--- src/rtl/fibonacci_decoder_pkg.sv ---
// Shared constants and state encoding for the serial Fibonacci decoder.
// Latency: n/a (definitions only).
// Backpressure: n/a.
// Contents: default widths, FSM state encoding, Fibonacci seed weights and
// the index of the highest digit whose weight still fits in the binary result.
package fibonacci_decoder_pkg;

    localparam int FIB_W_DEF = 128;
    localparam int BIN_W_DEF = 64;

    // Weights of digit 0 and digit 1: F(2) = 1, F(3) = 2.
    localparam int unsigned F2_SEED = 1;
    localparam int unsigned F3_SEED = 2;

    // Digit 91 carries F(93), the largest Fibonacci number below 2^64.
    localparam int F93_IDX = 91;

    typedef enum logic [1:0] {
        IDLE  = 2'd0,
        ACCUM = 2'd1,
        DONE  = 2'd2
    } state_t;

endpackage

--- src/rtl/fibonacci_decoder_if.sv ---
// Request/result bundle between a Fibonacci decoder and its client.
// Latency: n/a (wires only).
// Backpressure: none; the client must watch busy/decode_done before a new request.
// master: drives en_decode, fibonacci_in; slave: drives binary_out, decode_done,
// busy, overflow, non_canonical.
interface fibonacci_decoder_if
    import fibonacci_decoder_pkg::*;
#(
    parameter int FIB_W = FIB_W_DEF,
    parameter int BIN_W = BIN_W_DEF
);

    logic             en_decode;
    logic [FIB_W-1:0] fibonacci_in;
    logic [BIN_W-1:0] binary_out;
    logic             decode_done;
    logic             busy;
    logic             overflow;
    logic             non_canonical;

    modport master (
        output en_decode,
        output fibonacci_in,
        input  binary_out,
        input  decode_done,
        input  busy,
        input  overflow,
        input  non_canonical
    );

    modport slave (
        input  en_decode,
        input  fibonacci_in,
        output binary_out,
        output decode_done,
        output busy,
        output overflow,
        output non_canonical
    );

endinterface

--- src/rtl/fibonacci_decoder_weight_gen.sv ---
// Fibonacci weight sequencer: presents the weight of the current digit, modulo 2^BIN_W.
// Latency: weight for the next digit one clock after step_i; seeds one clock after init_i.
// Backpressure: none; advances exactly when step_i is high.
// Ports: clk, rst (sync, active-high), init_i (load F2/F3), step_i (advance),
//        wa_o (current weight, truncated), wbig_o (true current weight >= 2^BIN_W).
module fibonacci_decoder_weight_gen
    import fibonacci_decoder_pkg::*;
#(
    parameter int BIN_W = BIN_W_DEF
) (
    input  logic             clk,
    input  logic             rst,
    input  logic             init_i,
    input  logic             step_i,
    output logic [BIN_W-1:0] wa_o,
    output logic             wbig_o
);

    logic [BIN_W-1:0] wa_q, wa_d;
    logic [BIN_W-1:0] wb_q, wb_d;
    logic             wa_big_q, wa_big_d;
    logic             wb_big_q, wb_big_d;
    logic [BIN_W:0]   sum;

    assign sum = {1'b0, wa_q} + {1'b0, wb_q};

    // Each weight carries its own "true value has left the range" flag. Because the
    // sequence is increasing, the flag on the sum is the OR of both inputs' flags and
    // the truncation carry, and it then rolls forward from wb into wa.
    always_comb begin
        wa_d     = wa_q;
        wb_d     = wb_q;
        wa_big_d = wa_big_q;
        wb_big_d = wb_big_q;
        if (init_i) begin
            wa_d     = BIN_W'(F2_SEED);
            wb_d     = BIN_W'(F3_SEED);
            wa_big_d = 1'b0;
            wb_big_d = 1'b0;
        end else if (step_i) begin
            wa_d     = wb_q;
            wb_d     = sum[BIN_W-1:0];
            wa_big_d = wb_big_q;
            wb_big_d = wa_big_q | wb_big_q | sum[BIN_W];
        end
    end

    always_ff @(posedge clk) begin
        if (rst) begin
            wa_q     <= '0;
            wb_q     <= '0;
            wa_big_q <= 1'b0;
            wb_big_q <= 1'b0;
        end else begin
            wa_q     <= wa_d;
            wb_q     <= wb_d;
            wa_big_q <= wa_big_d;
            wb_big_q <= wb_big_d;
        end
    end

    assign wa_o   = wa_q;
    assign wbig_o = wa_big_q;

endmodule

--- src/rtl/fibonacci_decoder.sv ---
// Serial Fibonacci-to-binary decoder (non-canonical words accepted), one digit per clock.
// Latency: decode_done at accept edge + highest set digit + 2 (zero word +2, max +FIB_W+1).
// Backpressure: none; en_decode is ignored while busy and in the DONE cycle, never queued.
// Ports: clk, rst (sync, active-high); dec (slave): en_decode, fibonacci_in in;
//        binary_out, decode_done, busy, overflow, non_canonical out.
// Build option: define FIB_DEC_CANON_CHECK_EN to flag words with adjacent 1 digits;
//               otherwise non_canonical is tied low and the check is not built.
module fibonacci_decoder
    import fibonacci_decoder_pkg::*;
#(
    parameter int FIB_W = FIB_W_DEF,
    parameter int BIN_W = BIN_W_DEF
) (
    input  logic               clk,
    input  logic               rst,
    fibonacci_decoder_if.slave dec
);

    state_t           state_q, state_d;
    logic [FIB_W-1:0] sr_q, sr_d;
    logic [FIB_W-1:0] sr_shift;
    logic [BIN_W-1:0] acc_q, acc_d;
    logic [BIN_W:0]   acc_sum;
    logic             ovf_q, ovf_d;
    logic             busy_q, busy_d;
    logic             done_q, done_d;
    logic [BIN_W-1:0] bin_q, bin_d;
    logic             ovf_out_q, ovf_out_d;
    logic             wg_init;
    logic             wg_step;
    logic [BIN_W-1:0] wa;
    logic             wbig;
`ifdef FIB_DEC_CANON_CHECK_EN
    logic             nc_q, nc_d;
    logic             nc_out_q, nc_out_d;
`endif

    fibonacci_decoder_weight_gen #(
        .BIN_W (BIN_W)
    ) u_weight_gen (
        .clk    (clk),
        .rst    (rst),
        .init_i (wg_init),
        .step_i (wg_step),
        .wa_o   (wa),
        .wbig_o (wbig)
    );

    assign sr_shift = sr_q >> 1;
    assign acc_sum  = {1'b0, acc_q} + {1'b0, wa};

    always_comb begin
        state_d   = state_q;
        sr_d      = sr_q;
        acc_d     = acc_q;
        ovf_d     = ovf_q;
        busy_d    = busy_q;
        done_d    = 1'b0;
        bin_d     = bin_q;
        ovf_out_d = ovf_out_q;
        wg_init   = 1'b0;
        wg_step   = 1'b0;
`ifdef FIB_DEC_CANON_CHECK_EN
        nc_d      = nc_q;
        nc_out_d  = nc_out_q;
`endif
        unique case (state_q)
            IDLE: begin
                if (dec.en_decode) begin
                    sr_d    = dec.fibonacci_in;
                    acc_d   = '0;
                    ovf_d   = 1'b0;
                    busy_d  = 1'b1;
                    wg_init = 1'b1;
`ifdef FIB_DEC_CANON_CHECK_EN
                    nc_d    = 1'b0;
`endif
                    // A zero word also passes through one ACCUM cycle, so its done
                    // pulse lands two edges after accept just like a bit-0-only word.
                    state_d = ACCUM;
                end
            end
            ACCUM: begin
                wg_step = 1'b1;
                if (sr_q[0]) begin
                    acc_d = acc_sum[BIN_W-1:0];
                    // Either the running sum wrapped, or the weight itself was
                    // already out of range before truncation.
                    if (acc_sum[BIN_W] || wbig) begin
                        ovf_d = 1'b1;
                    end
                end
`ifdef FIB_DEC_CANON_CHECK_EN
                if (sr_q[0] && sr_q[1]) begin
                    nc_d = 1'b1;
                end
`endif
                sr_d = sr_shift;
                if (sr_shift == '0) begin
                    state_d = DONE;
                end
            end
            DONE: begin
                bin_d     = acc_q;
                ovf_out_d = ovf_q;
                done_d    = 1'b1;
                busy_d    = 1'b0;
`ifdef FIB_DEC_CANON_CHECK_EN
                nc_out_d  = nc_q;
`endif
                state_d   = IDLE;
            end
            default: begin
                state_d = IDLE;
            end
        endcase
    end

    always_ff @(posedge clk) begin
        if (rst) begin
            state_q   <= IDLE;
            sr_q      <= '0;
            acc_q     <= '0;
            ovf_q     <= 1'b0;
            busy_q    <= 1'b0;
            done_q    <= 1'b0;
            bin_q     <= '0;
            ovf_out_q <= 1'b0;
`ifdef FIB_DEC_CANON_CHECK_EN
            nc_q      <= 1'b0;
            nc_out_q  <= 1'b0;
`endif
        end else begin
            state_q   <= state_d;
            sr_q      <= sr_d;
            acc_q     <= acc_d;
            ovf_q     <= ovf_d;
            busy_q    <= busy_d;
            done_q    <= done_d;
            bin_q     <= bin_d;
            ovf_out_q <= ovf_out_d;
`ifdef FIB_DEC_CANON_CHECK_EN
            nc_q      <= nc_d;
            nc_out_q  <= nc_out_d;
`endif
        end
    end

    assign dec.binary_out  = bin_q;
    assign dec.decode_done = done_q;
    assign dec.busy        = busy_q;
    assign dec.overflow    = ovf_out_q;
`ifdef FIB_DEC_CANON_CHECK_EN
    assign dec.non_canonical = nc_out_q;
`else
    assign dec.non_canonical = 1'b0;
`endif

endmodule

--- src/flat_wrapper.sv ---
// flat-port wrapper written by rule: the top's interface ports become plain ports
module fibonacci_decoder_flat import fibonacci_decoder_pkg::*;
#(
    parameter int FIB_W = FIB_W_DEF,
    parameter int BIN_W = BIN_W_DEF
)
  (clk, rst, dec_en_decode, dec_fibonacci_in, dec_binary_out, dec_decode_done, dec_busy, dec_overflow, dec_non_canonical);
  fibonacci_decoder_if #(.FIB_W(FIB_W), .BIN_W(BIN_W)) dec_i ();
  input  logic clk;
  input  logic rst;
  input wire logic [$bits(dec_i.en_decode)-1:0] dec_en_decode;
  input wire logic [$bits(dec_i.fibonacci_in)-1:0] dec_fibonacci_in;
  output wire logic [$bits(dec_i.binary_out)-1:0] dec_binary_out;
  output wire logic [$bits(dec_i.decode_done)-1:0] dec_decode_done;
  output wire logic [$bits(dec_i.busy)-1:0] dec_busy;
  output wire logic [$bits(dec_i.overflow)-1:0] dec_overflow;
  output wire logic [$bits(dec_i.non_canonical)-1:0] dec_non_canonical;
  assign dec_i.en_decode = dec_en_decode;
  assign dec_i.fibonacci_in = dec_fibonacci_in;
  assign dec_binary_out = dec_i.binary_out;
  assign dec_decode_done = dec_i.decode_done;
  assign dec_busy = dec_i.busy;
  assign dec_overflow = dec_i.overflow;
  assign dec_non_canonical = dec_i.non_canonical;
  fibonacci_decoder #(.FIB_W(FIB_W), .BIN_W(BIN_W)) u_core (.clk(clk), .rst(rst), .dec(dec_i));
endmodule
--- config.mk ---
export PLATFORM = sky130hd
export DESIGN_NAME = fibonacci_decoder_flat
export DESIGN_NICKNAME = d
export VERILOG_FILES = /design/src/rtl/fibonacci_decoder_pkg.sv /design/src/rtl/fibonacci_decoder_if.sv /design/src/rtl/fibonacci_decoder_weight_gen.sv /design/src/rtl/fibonacci_decoder.sv /design/src/flat_wrapper.sv
export SDC_FILE = /design/constraint.sdc
export NUM_CORES = 1
export LEC_CHECK = 0
export ABC_AREA = 1
export ABC_CLOCK_PERIOD_IN_PS = 2800
export CAP_MARGIN = 0
export CORE_UTILIZATION = 35
export CTS_BUF_LIST = sky130_fd_sc_hd__clkbuf_16
export CTS_CLUSTER_SIZE = 25
export DETAILED_ROUTE_END_ITERATION = 10
export GPL_TIMING_DRIVEN = 0
export MAX_ROUTING_LAYER = met4
export SKIP_LAST_GASP = 1
export SLEW_MARGIN = 20
export SYNTH_ARGS = -nofsm -noshare
export SYNTH_HDL_FRONTEND = slang
export SYNTH_SLANG_ARGS = --single-unit
--- constraint.sdc ---
create_clock -name clk -period 2.8 [get_ports clk]
set_input_delay 0.28 -clock clk [delete_from_list [all_inputs] [get_ports clk]]
set_output_delay 0.28 -clock clk [all_outputs]
set_load 0.05 [all_outputs]
# == Yosys cells after proc, flatten, opt, wreduce, memory -nomap -nowiden ==
# Index checks and enable logic that the tools add are counted.
# word_totals
register_bits,392
input_bits,131
word_cells,58
# classes
add_sub_neg,2
n_eq_ne,6
n_mux,22
bitwise_logic,2
n_reduce_logical,12
# op_table
operator,count
128-bit case mux with 2 select lines,1
64-bit by 64-bit adder with 65-bit output,2
128-bit logical NOT,1
128-bit two-way mux,1
64-bit two-way mux,2
64-bit case mux with 2 select lines,1
1-bit two-way mux,10
2-bit two-way mux,4
"2-bit by 1-bit inequality test with 1-bit output, second input constant",3
2-bit AND reduction,3
2-bit nonzero test,3
1-bit case mux with 2 select lines,2
2-bit case mux with 2 select lines,1
4-bit AND reduction,1
3-bit AND reduction,1
"2-bit by 1-bit equality test with 1-bit output, second input constant",1
"2-bit equality test, second input constant",1
2-bit logical NOT,1
"2-bit inequality test, second input constant",1
1-bit bitwise OR,2
2-bit OR reduction,1
1-bit logical OR,1

# == Depth between registers and ports, before layout ==
# Gate-level depths: netlist of the first run.
# depth
depth_word,5
mapped_depth,18

# == Cells and area by module ==
# A second synthesis of the first run with hierarchy kept.
# unflattened
hier_cells,4679
hier_area_um2,27318.7
# by_module_without_submodules
module,instances,cells_per_inst,area_each_um2,seq_area_each_um2
fibonacci_decoder,1,2773,16677.2,5245.0
fibonacci_decoder_weight_gen,1,1906,10641.5,2602.5

# == Worst setup path after synthesis of the first run ==
# OpenSTA, ideal clock, no wires.
# synth_timing
path_type,flip-flop to flip-flop
startpoint,register u_core.u_weight_gen.wa_q[0] (netlist: u_core.u_weight_gen.wa_o[0])
endpoint,register u_core.u_weight_gen.wb_q[60]
setup_time_ns,0.109
arrival_ns,1.996
t_required_ns,2.691
setup_slack_ns,0.695
path_stages_with_launch,18
n_path_buf,0
period_less_slack_ns,2.105
cell_sequence,dfxtp_1 ha_1 inv_1 fa_1 inv_1 nand3_1 nand3_2 nand2_1 nand2_1 nand2_1 nand2_1 nand2_1 nand2_1 nand2_1 nand3_1 nand3_1 nand2_1 inv_1
# synth_between
elab_chain_cells,1
# synth_rtl
item,line,rtl
from (decl),fibonacci_decoder_weight_gen.sv:19,"logic [BIN_W-1:0] wa_q, wa_d;"
from (signal assigned),fibonacci_decoder_weight_gen.sv:55,wa_q <= wa_d;
64-bit by 64-bit adder with 65-bit output,fibonacci_decoder_weight_gen.sv:25,"assign sum = {1'b0, wa_q} + {1'b0, wb_q};"
to (signal assigned),fibonacci_decoder_weight_gen.sv:56,wb_q <= wb_d;
to (decl),fibonacci_decoder_weight_gen.sv:20,"logic [BIN_W-1:0] wb_q, wb_d;"
# Every way passes these cells.
# A chain may end at the register's enable or synchronous reset.

# == Final worst setup path of the first run ==
# layout_timing
startpoint,register u_core.u_weight_gen.wb_q[0]
endpoint,register u_core.u_weight_gen.wb_q[44]
# layout_between
elab_chain_cells,1
# layout_rtl
item,line
64-bit by 64-bit adder with 65-bit output,fibonacci_decoder_weight_gen.sv:25
# Every way passes these cells.

==> results of run 1 <==
## stage by stage
stage	hold slack, ns	TNS [ns]
detailed placement	0.4487	-0.4058
floorplan	0.4191	0
global placement	0.4450	-0.4314
CTS	0.2150	-0.01338
global route	0.2906	-0.01599
finish	0.2452	0
## routing by layer
metal	vias to the layer above	global-route usage	wire length, um
met5	-	-	0
met4	0	0.07179	2622
met3	120	0.02514	4696
met2	645	0.3977	42670
met1	12660	0.3440	46380
li1	14420	-	-
## cell type report
type,count,area share
antenna,3,0.0002419
clock inverter,37,0.009152
buffer,155,0.02125
multi-input combinational,3083,0.4842
tap,969,0.03907
clock buffer,45,0.03629
timing repair buffer,196,0.06322
inverter,774,0.09362
sequential,392,0.2530
## worst reg2reg max path: cells and delay by family, from the launching register on
kind	cells	cell delay (ns)
flip-flops	1	0.40
adder cells (fa/ha/maj)	2	0.64
AND/OR/NAND/NOR	12	1.35
buffers and inverters	3	0.22
## how the worst max path moves through the flow
| stage | from | to | slack (ns) | depth (start not counted) |
|---|---|---|---|---|
| 3_3_place_gp | u_core.u_weight_gen.wa_o[0]$_SDFFE_PP0P_ | u_core.u_weight_gen.wb_q[54]$_SDFFE_PP0P_ | -0.15 | 17 |
| 6_report | u_core.u_weight_gen.wb_q[0]$_SDFFE_PP0P_ | u_core.u_weight_gen.wb_q[44]$_SDFFE_PP0P_ | 0.11 | 17 |
| 2_1_floorplan | u_core.u_weight_gen.wa_o[0]$_SDFFE_PP0P_ | u_core.u_weight_gen.wb_q[60]$_SDFFE_PP0P_ | 0.69 | 17 |
| 3_5_place_dp | u_core.u_weight_gen.wa_o[0]$_SDFFE_PP0P_ | u_core.u_weight_gen.wb_q[54]$_SDFFE_PP0P_ | -0.14 | 17 |
| 4_1_cts | u_core.u_weight_gen.wa_o[0]$_SDFFE_PP0P_ | u_core.u_weight_gen.wb_q[54]$_SDFFE_PP0P_ | -0.01 | 17 |
| 5_1_grt | u_core.u_weight_gen.wb_q[0]$_SDFFE_PP0P_ | u_core.u_weight_gen.wb_q[54]$_SDFFE_PP0P_ | -0.02 | 17 |
## power groups by stage
stage / combinational (uW) / sequential (uW) / clock, uW
final: 2260 / 6120 / 5770
after global routing: 2520 / 6150 / 6140
after CTS: 2250 / 6110 / 5920
after detailed placement: 2240 / 6230 / 0
after global placement: 2230 / 6230 / 0
after floorplan: 1490 / 6160 / 0
## flip-flops by register name, indices dropped and copies added, names as in the netlist
name and count:
u_core.acc_q 64, u_core.u_weight_gen.wa_o 64, u_core.dec.binary_out 64, u_core.dec.busy 1, u_core.ovf_q 1, u_core.dec.decode_done 1, u_core.dec.overflow 1, u_core.state_q 2
u_core.u_weight_gen.wb_q 64, u_core.sr_q 128, u_core.u_weight_gen.wbig_o 1, u_core.u_weight_gen.wb_big_q 1
## kinds of logic after synthesis
| group | count (synthesis) | synth area share |
|---|---|---|
| fa+ha+maj | 130 | 0.06216 |
| buf+inv | 929 | 0.1350 |
| flops | 392 | 0.2972 |
| other cells | 1 | 0.0001420 |
| xor+xnor | 26 | 0.008623 |
| simple gates | 2290 | 0.3496 |
| compound gates | 636 | 0.1474 |
## timing repair
action	4_1_cts	5_1_grt
pin swaps	0	0
setup endpoints to repair	8	15
setup buffers	0	0
gates cloned	0	0
gates resized for setup	4	6
## cells in the final DEF (no fill, tap or decap), types with 4 or more instances in the layout
master,synthesis,final
sky130_fd_sc_hd__a211oi_1,254,254
sky130_fd_sc_hd__a21o_1,6,6
sky130_fd_sc_hd__a21oi_1,266,266
sky130_fd_sc_hd__and2_1,4,4
sky130_fd_sc_hd__buf_1,19,19
sky130_fd_sc_hd__buf_2,50,50
sky130_fd_sc_hd__clkbuf_1,83,83
sky130_fd_sc_hd__clkbuf_16,0,45
sky130_fd_sc_hd__clkdlybuf4s50_1,0,196
sky130_fd_sc_hd__clkinv_1,0,8
sky130_fd_sc_hd__clkinv_2,0,13
sky130_fd_sc_hd__dfxtp_1,392,390
sky130_fd_sc_hd__ha_1,128,127
sky130_fd_sc_hd__inv_1,771,778
sky130_fd_sc_hd__nand2_1,1446,1441
sky130_fd_sc_hd__nand2_2,1,6
sky130_fd_sc_hd__nand3_1,259,258
sky130_fd_sc_hd__nand3b_1,9,9
sky130_fd_sc_hd__nand4_1,32,32
sky130_fd_sc_hd__nor2_1,457,457
sky130_fd_sc_hd__nor3_1,29,29
sky130_fd_sc_hd__nor4_1,26,26
sky130_fd_sc_hd__o211ai_1,4,4
sky130_fd_sc_hd__o21ai_0,89,89
sky130_fd_sc_hd__o21bai_1,8,8
sky130_fd_sc_hd__or2_2,18,18
sky130_fd_sc_hd__xor2_1,24,24
==> summary.md, run 1 <==
The critical path is of the flop to flop type. The core region area was 74570 um2; the post-route minimum period was 2.689 ns. Detailed-route vias per instance: 4.924. The synthesized design contains 392 register bits. TritonCTS built the clock tree.

The worst hold path begins at dec_fibonacci_in[127]. The worst register-to-register path has a depth of 17. Summing all placed instances gives a cell area of 29580 um2. The clock slew at the register clock pins of the worst setup and hold paths was 0.06 ns. In this run the worst hold path is classified as primary input to flop. The layout has 8192 filler cells. The portion of the clock cycle consumed by the worst path in the final layout was 0.9604.

The pre-antenna-repair detailed-routing pass consisted of 6 iterations. For the antenna violation net count after detailed routing, the log shows 0. For hold timing, the worst endpoint is u_core.sr_q[127]$_SDFFE_PP0P_. The post-synthesis to final-layout area growth works out to 17.51%.

The slowest stage cell on the critical path was sky130_fd_sc_hd__fa_1. Standby leakage power: 0.01518 uW. Number of global-route vias before repair: 25750.

The switching share of power works out to 0.2971. The total global routing overflow came out at 0. During synthesis, Yosys emitted a total of 0 warnings. The maximum number of pins on one net before global-route repair came out at 14. The routed wirelength normalized by instance count came out at 17.04 um.

The maximum root-to-sink buffer count is 3, and the worst hold path stage count is 3. The peak supply drop was 406.9 uV. The tools report the routability congestion estimate as 1.004. The commonest cells after synthesis are 1446 x sky130_fd_sc_hd__nand2_1, 771 x sky130_fd_sc_hd__inv_1, 457 x sky130_fd_sc_hd__nor2_1. The worst setup path is launched from a flop. For the final hold violation count, the log shows 0.

The net switching component of the power is 4205 uW. The number of clock buffers added by TritonCTS is 45. The synthesized netlist contains 40 unique library cells. The clock latency on the worst-skew pair is 0.60 ns. The reg-to-reg endpoint was u_core.u_weight_gen.wb_q[44]$_SDFFE_PP0P_. The estimated wirelength of the detail-placed design is 79380 um, and the synthesized net count is 4665.

Together, buffers and inverters on the worst path number 3. The combinational fraction of design power came out at 0.160. The worst setup path is captured at a flop. Dividing total power by cell area gives a power density of 456.0 nW/um2.

The run gives 0.3541 as the effective utilization at floorplan. Pin placement for this block handled 199 I/O pins. The area of the multi-input gates was 15030 um2; the power share of the sequential group was 0.432. Largest delay contributor family on the critical path: simple AND/OR/NAND/NOR gates. Leaving out filler cells and counting taps, the final layout contains 5654. The most common cell in the netlist is sky130_fd_sc_hd__nand2_1. CTS built an H-tree with a depth of 2.

Including well taps, the total number of placed cells is 5569. The average cell area after synthesis works out to 5.997 um2. The post-detailed-routing wire length is 96370 um.

In the final design database the tool counted 4908 nets. For the overall global routing resource usage, the log shows 0.2533. The count of final setup violators was 0. Data on the critical path is required at its endpoint by 3.29 ns. The final number of max-transition violations is 0. Number of flops mapped to enable cells by yosys: 0. Most common cell type on the critical path: sky130_fd_sc_hd__nand2_1. The end-of-flow core utilization was 0.4162; the maximum fanout count along the critical path was 4. The most used flip-flop cell after synthesis is sky130_fd_sc_hd__dfxtp_1. The run gives 100 as the placement row count.

Cell taking the most area after synthesis: sky130_fd_sc_hd__dfxtp_1. The maximum clock skew at final layout was 0.02278 ns; the count of port buffers added during placement was 196. Die area: 76560 um2. The worst register-to-register path begins at u_core.u_weight_gen.wb_q[0]$_SDFFE_PP0P_.

In this run the clock root is driven by a sky130_fd_sc_hd__clkbuf_16. Max-cap violations in this run came to 0. The post-placement setup slack was -0.1432 ns. Ranked by total cell area, the synthesized netlist is headed by sky130_fd_sc_hd__dfxtp_1 30%, sky130_fd_sc_hd__nand2_1 21%, sky130_fd_sc_hd__inv_1 11%. The fraction of registers with async set or reset after synthesis was 0; the register area was 7850 um2. The via count of the routed design is 27840, and the transition time of the tightest slew-check pin is 1.107 ns. Walking the worst path, the cells encountered are ha_4, inv_1, fa_1, inv_1, nand3_1, nand3_2, nand2_1, nand2_2, nand2_1, nand2_1, nand2_1, nand2_1, nand2_1, nand3_1, nand3_1, nand2_1, inv_1. The delay of the slowest critical-path stage is 0.44 ns, and the chip width is 276.7 um.

The data arrival at the endpoint of the critical path came out at 3.18 ns. Die height: 276.7 um. The run finished with clean final reports.

The run gives 0.408 as the clock network fraction of total power. The tools report the wire length of the first global-routing pass as 146900 um. Internal power comes to 9947 uW. The post-route standard cell area excluding fillers came out at 31030 um2.

The netlist area before placement was 26410 um2; the fraction of final layout cells sized beyond drive strength 1 was 0.03375. After detailed routing, the number of remaining DRC violations is 0. The peak clock frequency supported by timing came out at 0.3719 GHz. In this run the register-to-register setup slack is 0.11 ns. The total clock sinks came out at 392. Portion of synthesized cell area occupied by the leading cell type: 0.2972.

Number of antenna violations at the first check in global routing: 3. Setup repair after global routing could not meet its margin everywhere. After technology mapping, the gate count stands at 4404. The logs give 0.2621 for the worst slew slack as a fraction of its limit and 0.2972 for the portion of the post-synthesis area used by sequential elements. Total power for the finished layout comes to 14150 uW.

The detailed router finished its first iteration with 2066 violations. The post-layout worst setup margin was 0.1110 ns; the number of buffers inserted for hold repair after clock tree synthesis was 0.
Note: power is estimated with default switching activity, not from simulation.
==> run 2, diff against run 1 <==
Settings changed: CORE_UTILIZATION 35 to 30.
==> summary.md, run 2 (synthesis results as in run 1) <==
The flow ran to the end, and the final reports show no timing, DRC or antenna violations. Die area: 89220 um2 (was 76560 um2). The register bank with the most flops is u_core.sr_q (unchanged). For the max capacitance violation total, the log shows 0 (unchanged). The post-synthesis to final-layout area growth is 18.12% (was 17.51%), and the first-pass iteration count of the detailed router is 5 (was 6). The data arrival at the endpoint of the critical path was 3.18 ns (about the same); the count of final setup violators was 0 (unchanged). The run gives 0.2382 (was 0.2621) as the worst slew slack as a fraction of its limit.

The estimated wirelength of the detail-placed design is 80260 um (was 79380 um). Maximum number of pins on one net before global-route repair: 14 (unchanged). For the level count of the clock H-tree, the log shows 2 (unchanged). The run gives 97550 um (was 96370 um) as the post-detailed-routing wire length. Setup repair after global routing left no endpoint under its margin. The routability congestion estimate was 1.023 (was 1.004).

TritonCTS built the clock tree. The total global routing overflow came out at 0 (unchanged). The root buffer cell was sky130_fd_sc_hd__clkbuf_16 (unchanged). The data required time at the worst endpoint is 3.31 ns (was 3.29 ns), and the accumulated negative setup slack is 0 ns (unchanged). Class of the tightest hold or removal check: primary input to flop (unchanged). Core region area: 87020 um2 (was 74570 um2). The final number of max-transition violations came out at 0 (unchanged).

Peak supply drop: 403.1 uV (was 406.9 uV). The end-of-flow core utilization came out at 0.3585 (was 0.4162). The capturing element type of the critical path is a flop (unchanged).

The most common cell after layout, fill and taps aside was sky130_fd_sc_hd__nand2_1 (unchanged). The overall global routing resource usage was 0.2209 (was 0.2533); the chip width was 298.7 um (was 276.7 um). The post-route minimum period was 2.672 ns (was 2.689 ns); the via count of the routed design was 27850 (was 27840). The tools report the number of buffers inserted for hold repair after clock tree synthesis as 0 (unchanged). The total clock sinks is 392 (unchanged), and the clock slew at the register clock pins of the worst setup and hold paths is 0.06 ns (about the same). The clock latency on the worst-skew pair was 0.60 ns (about the same). The logs give 199 (unchanged) for the I/O pin count and 29820 um2 (was 29580 um2) for the cell area after placement.

Power consumption: 13960 uW (was 14150 uW). The number of flip-flops in the largest register is 128 (unchanged). The maximum root-to-sink buffer count was 3 (unchanged); the number of global-route vias before repair was 26170 (was 25750). The portion of the clock cycle consumed by the worst path in the final layout was 0.9542 (was 0.9604). The type of the setup path with the least slack was flop to flop (unchanged). The fraction of final layout cells sized beyond drive strength 1 was 0.03207 (was 0.03375). The count of port buffers added during placement is 196 (unchanged), and the maximum fanout count along the critical path is 5 (was 4).

The residual DRC count was 0 (unchanged); the routed wirelength normalized by instance count was 16.72 um (was 17.04 um). The antenna violation net count after detailed routing was 0 (unchanged); the peak clock frequency supported by timing was 0.3743 GHz (was 0.3719 GHz). The transition time of the tightest slew-check pin is 1.143 ns (was 1.107 ns).

The die height came out at 298.7 um (was 276.7 um). The detailed-route vias per instance came out at 4.775 (was 4.924). Commonest cells after routing, fill and taps aside: 1440 x sky130_fd_sc_hd__nand2_1, 786 x sky130_fd_sc_hd__inv_1, 457 x sky130_fd_sc_hd__nor2_1 (was 1441 x sky130_fd_sc_hd__nand2_1, 778 x sky130_fd_sc_hd__inv_1, 457 x sky130_fd_sc_hd__nor2_1). The number of CTS-inserted buffers was 44 (was 45); the final hold violation count was 0 (unchanged).

For the number of antenna violations at the first check in global routing, the log shows 2 (was 3). The placement row count was 108 (was 100). Standby leakage power: 0.01516 uW (was 0.01518 uW).

The tools report the nature of the critical path startpoint as a flop (unchanged). The run gives 31190 um2 (was 31030 um2) as the post-route standard cell area excluding fillers. The logs give 1918 (was 2066) for the number of violations reported at the end of detailed-routing iteration 0 and 149300 um (was 146900 um) for the wire length of the first global-routing pass. The run gives 0.3035 (was 0.3541) as the effective utilization at floorplan. The number of setup buffers added after CTS came out at 0 (unchanged). The tools report the maximum clock skew at final layout as 0.02708 ns (was 0.02278 ns).

Ratio of total power to cell area: 447.6 nW/um2 (was 456.0 nW/um2). The number of nets in the finished design was 4907 (was 4908).
==> run 2: critical path: stages, from the launching register on <==
cell,delay [ns]
sky130_fd_sc_hd__dfxtp_2,0.35
sky130_fd_sc_hd__ha_1,0.24
sky130_fd_sc_hd__fa_1,0.44
sky130_fd_sc_hd__nand3_1,0.10
sky130_fd_sc_hd__nand3_1,0.18
sky130_fd_sc_hd__nand2_1,0.11
sky130_fd_sc_hd__nand2_1,0.14
sky130_fd_sc_hd__nand2_1,0.14
sky130_fd_sc_hd__nand2_1,0.16
sky130_fd_sc_hd__nand3_1,0.20
sky130_fd_sc_hd__nand3_1,0.16
sky130_fd_sc_hd__nand2_1,0.09
sky130_fd_sc_hd__nand3_1,0.14
sky130_fd_sc_hd__a21oi_1,0.16
==> run 2: routing by layer <==
layer | up-vias | global-route usage | part of all wire
met5 | - | - | 0
li1 | 14410 | - | -
met4 | 0 | 0.07410 | 0.035
met1 | 12650 | 0.2901 | 0.46
met3 | 158 | 0.01977 | 0.048
met2 | 628 | 0.3553 | 0.45
==> run 2: path summary, 6_finish.rpt <==
| kind | start | to | slack (ns) | cells after the start |
|---|---|---|---|---|
| setup reg to reg | u_core.u_weight_gen.wa_o[0]$_SDFFE_PP0P_ | u_core.acc_q[48]$_SDFFE_PP0P_ | 0.13 | 13 |
| setup / recovery | u_core.u_weight_gen.wa_o[0]$_SDFFE_PP0P_ | u_core.acc_q[48]$_SDFFE_PP0P_ | 0.13 | 13 |
| hold reg to reg | u_core.u_weight_gen.wb_big_q$_SDFFE_PP0P_ | u_core.u_weight_gen.wb_big_q$_SDFFE_PP0P_ | 0.46 | 2 |
| hold / removal | dec_fibonacci_in[127] | u_core.sr_q[127]$_SDFFE_PP0P_ | 0.27 | 3 |
==> run 2: report_power, final <==
group / internal [uW] / switching, uW / total [uW] / leakage [uW]
logic: 808 / 1460 / 2270 / 0.0112
clock network: 3050 / 2530 / 5580 / 0.000712
registers: 5910 / 196 / 6110 / 0.00320
==> run 2: repair_timing <==
item | CTS | global route
hold endpoints to repair | 0 | 0
resized for setup | 3 | 8
setup endpoints to repair | 9 | 12
pin swaps | 0 | 0
cloned | 0 | 0
==> run 2: per-stage QoR <==
stage,worst slack [ns],std cells,hold WS [ns]
2_1_floorplan,0.6949,4404,0.4191
3_3_place_gp,-0.1549,5755,0.4446
3_5_place_dp,-0.1575,5755,0.4492
4_1_cts,0.005203,5832,0.2318
5_1_grt,0.01060,5833,0.2908
6_report,0.1282,5833,0.2658
==> run 2: area by class of cell <==
type / count / area (um2)
flip-flops and latches: 392 / 7850
clock inverters: 33 / 240.2
well taps: 1155 / 1445
plain buffers: 155 / 660.6
inverters: 774 / 2905
fillers: 9734 / 55830
multi-input cells: 3083 / 15030
diodes: 1 / 2.502
repair buffers: 196 / 1962
clock buffers: 44 / 1101
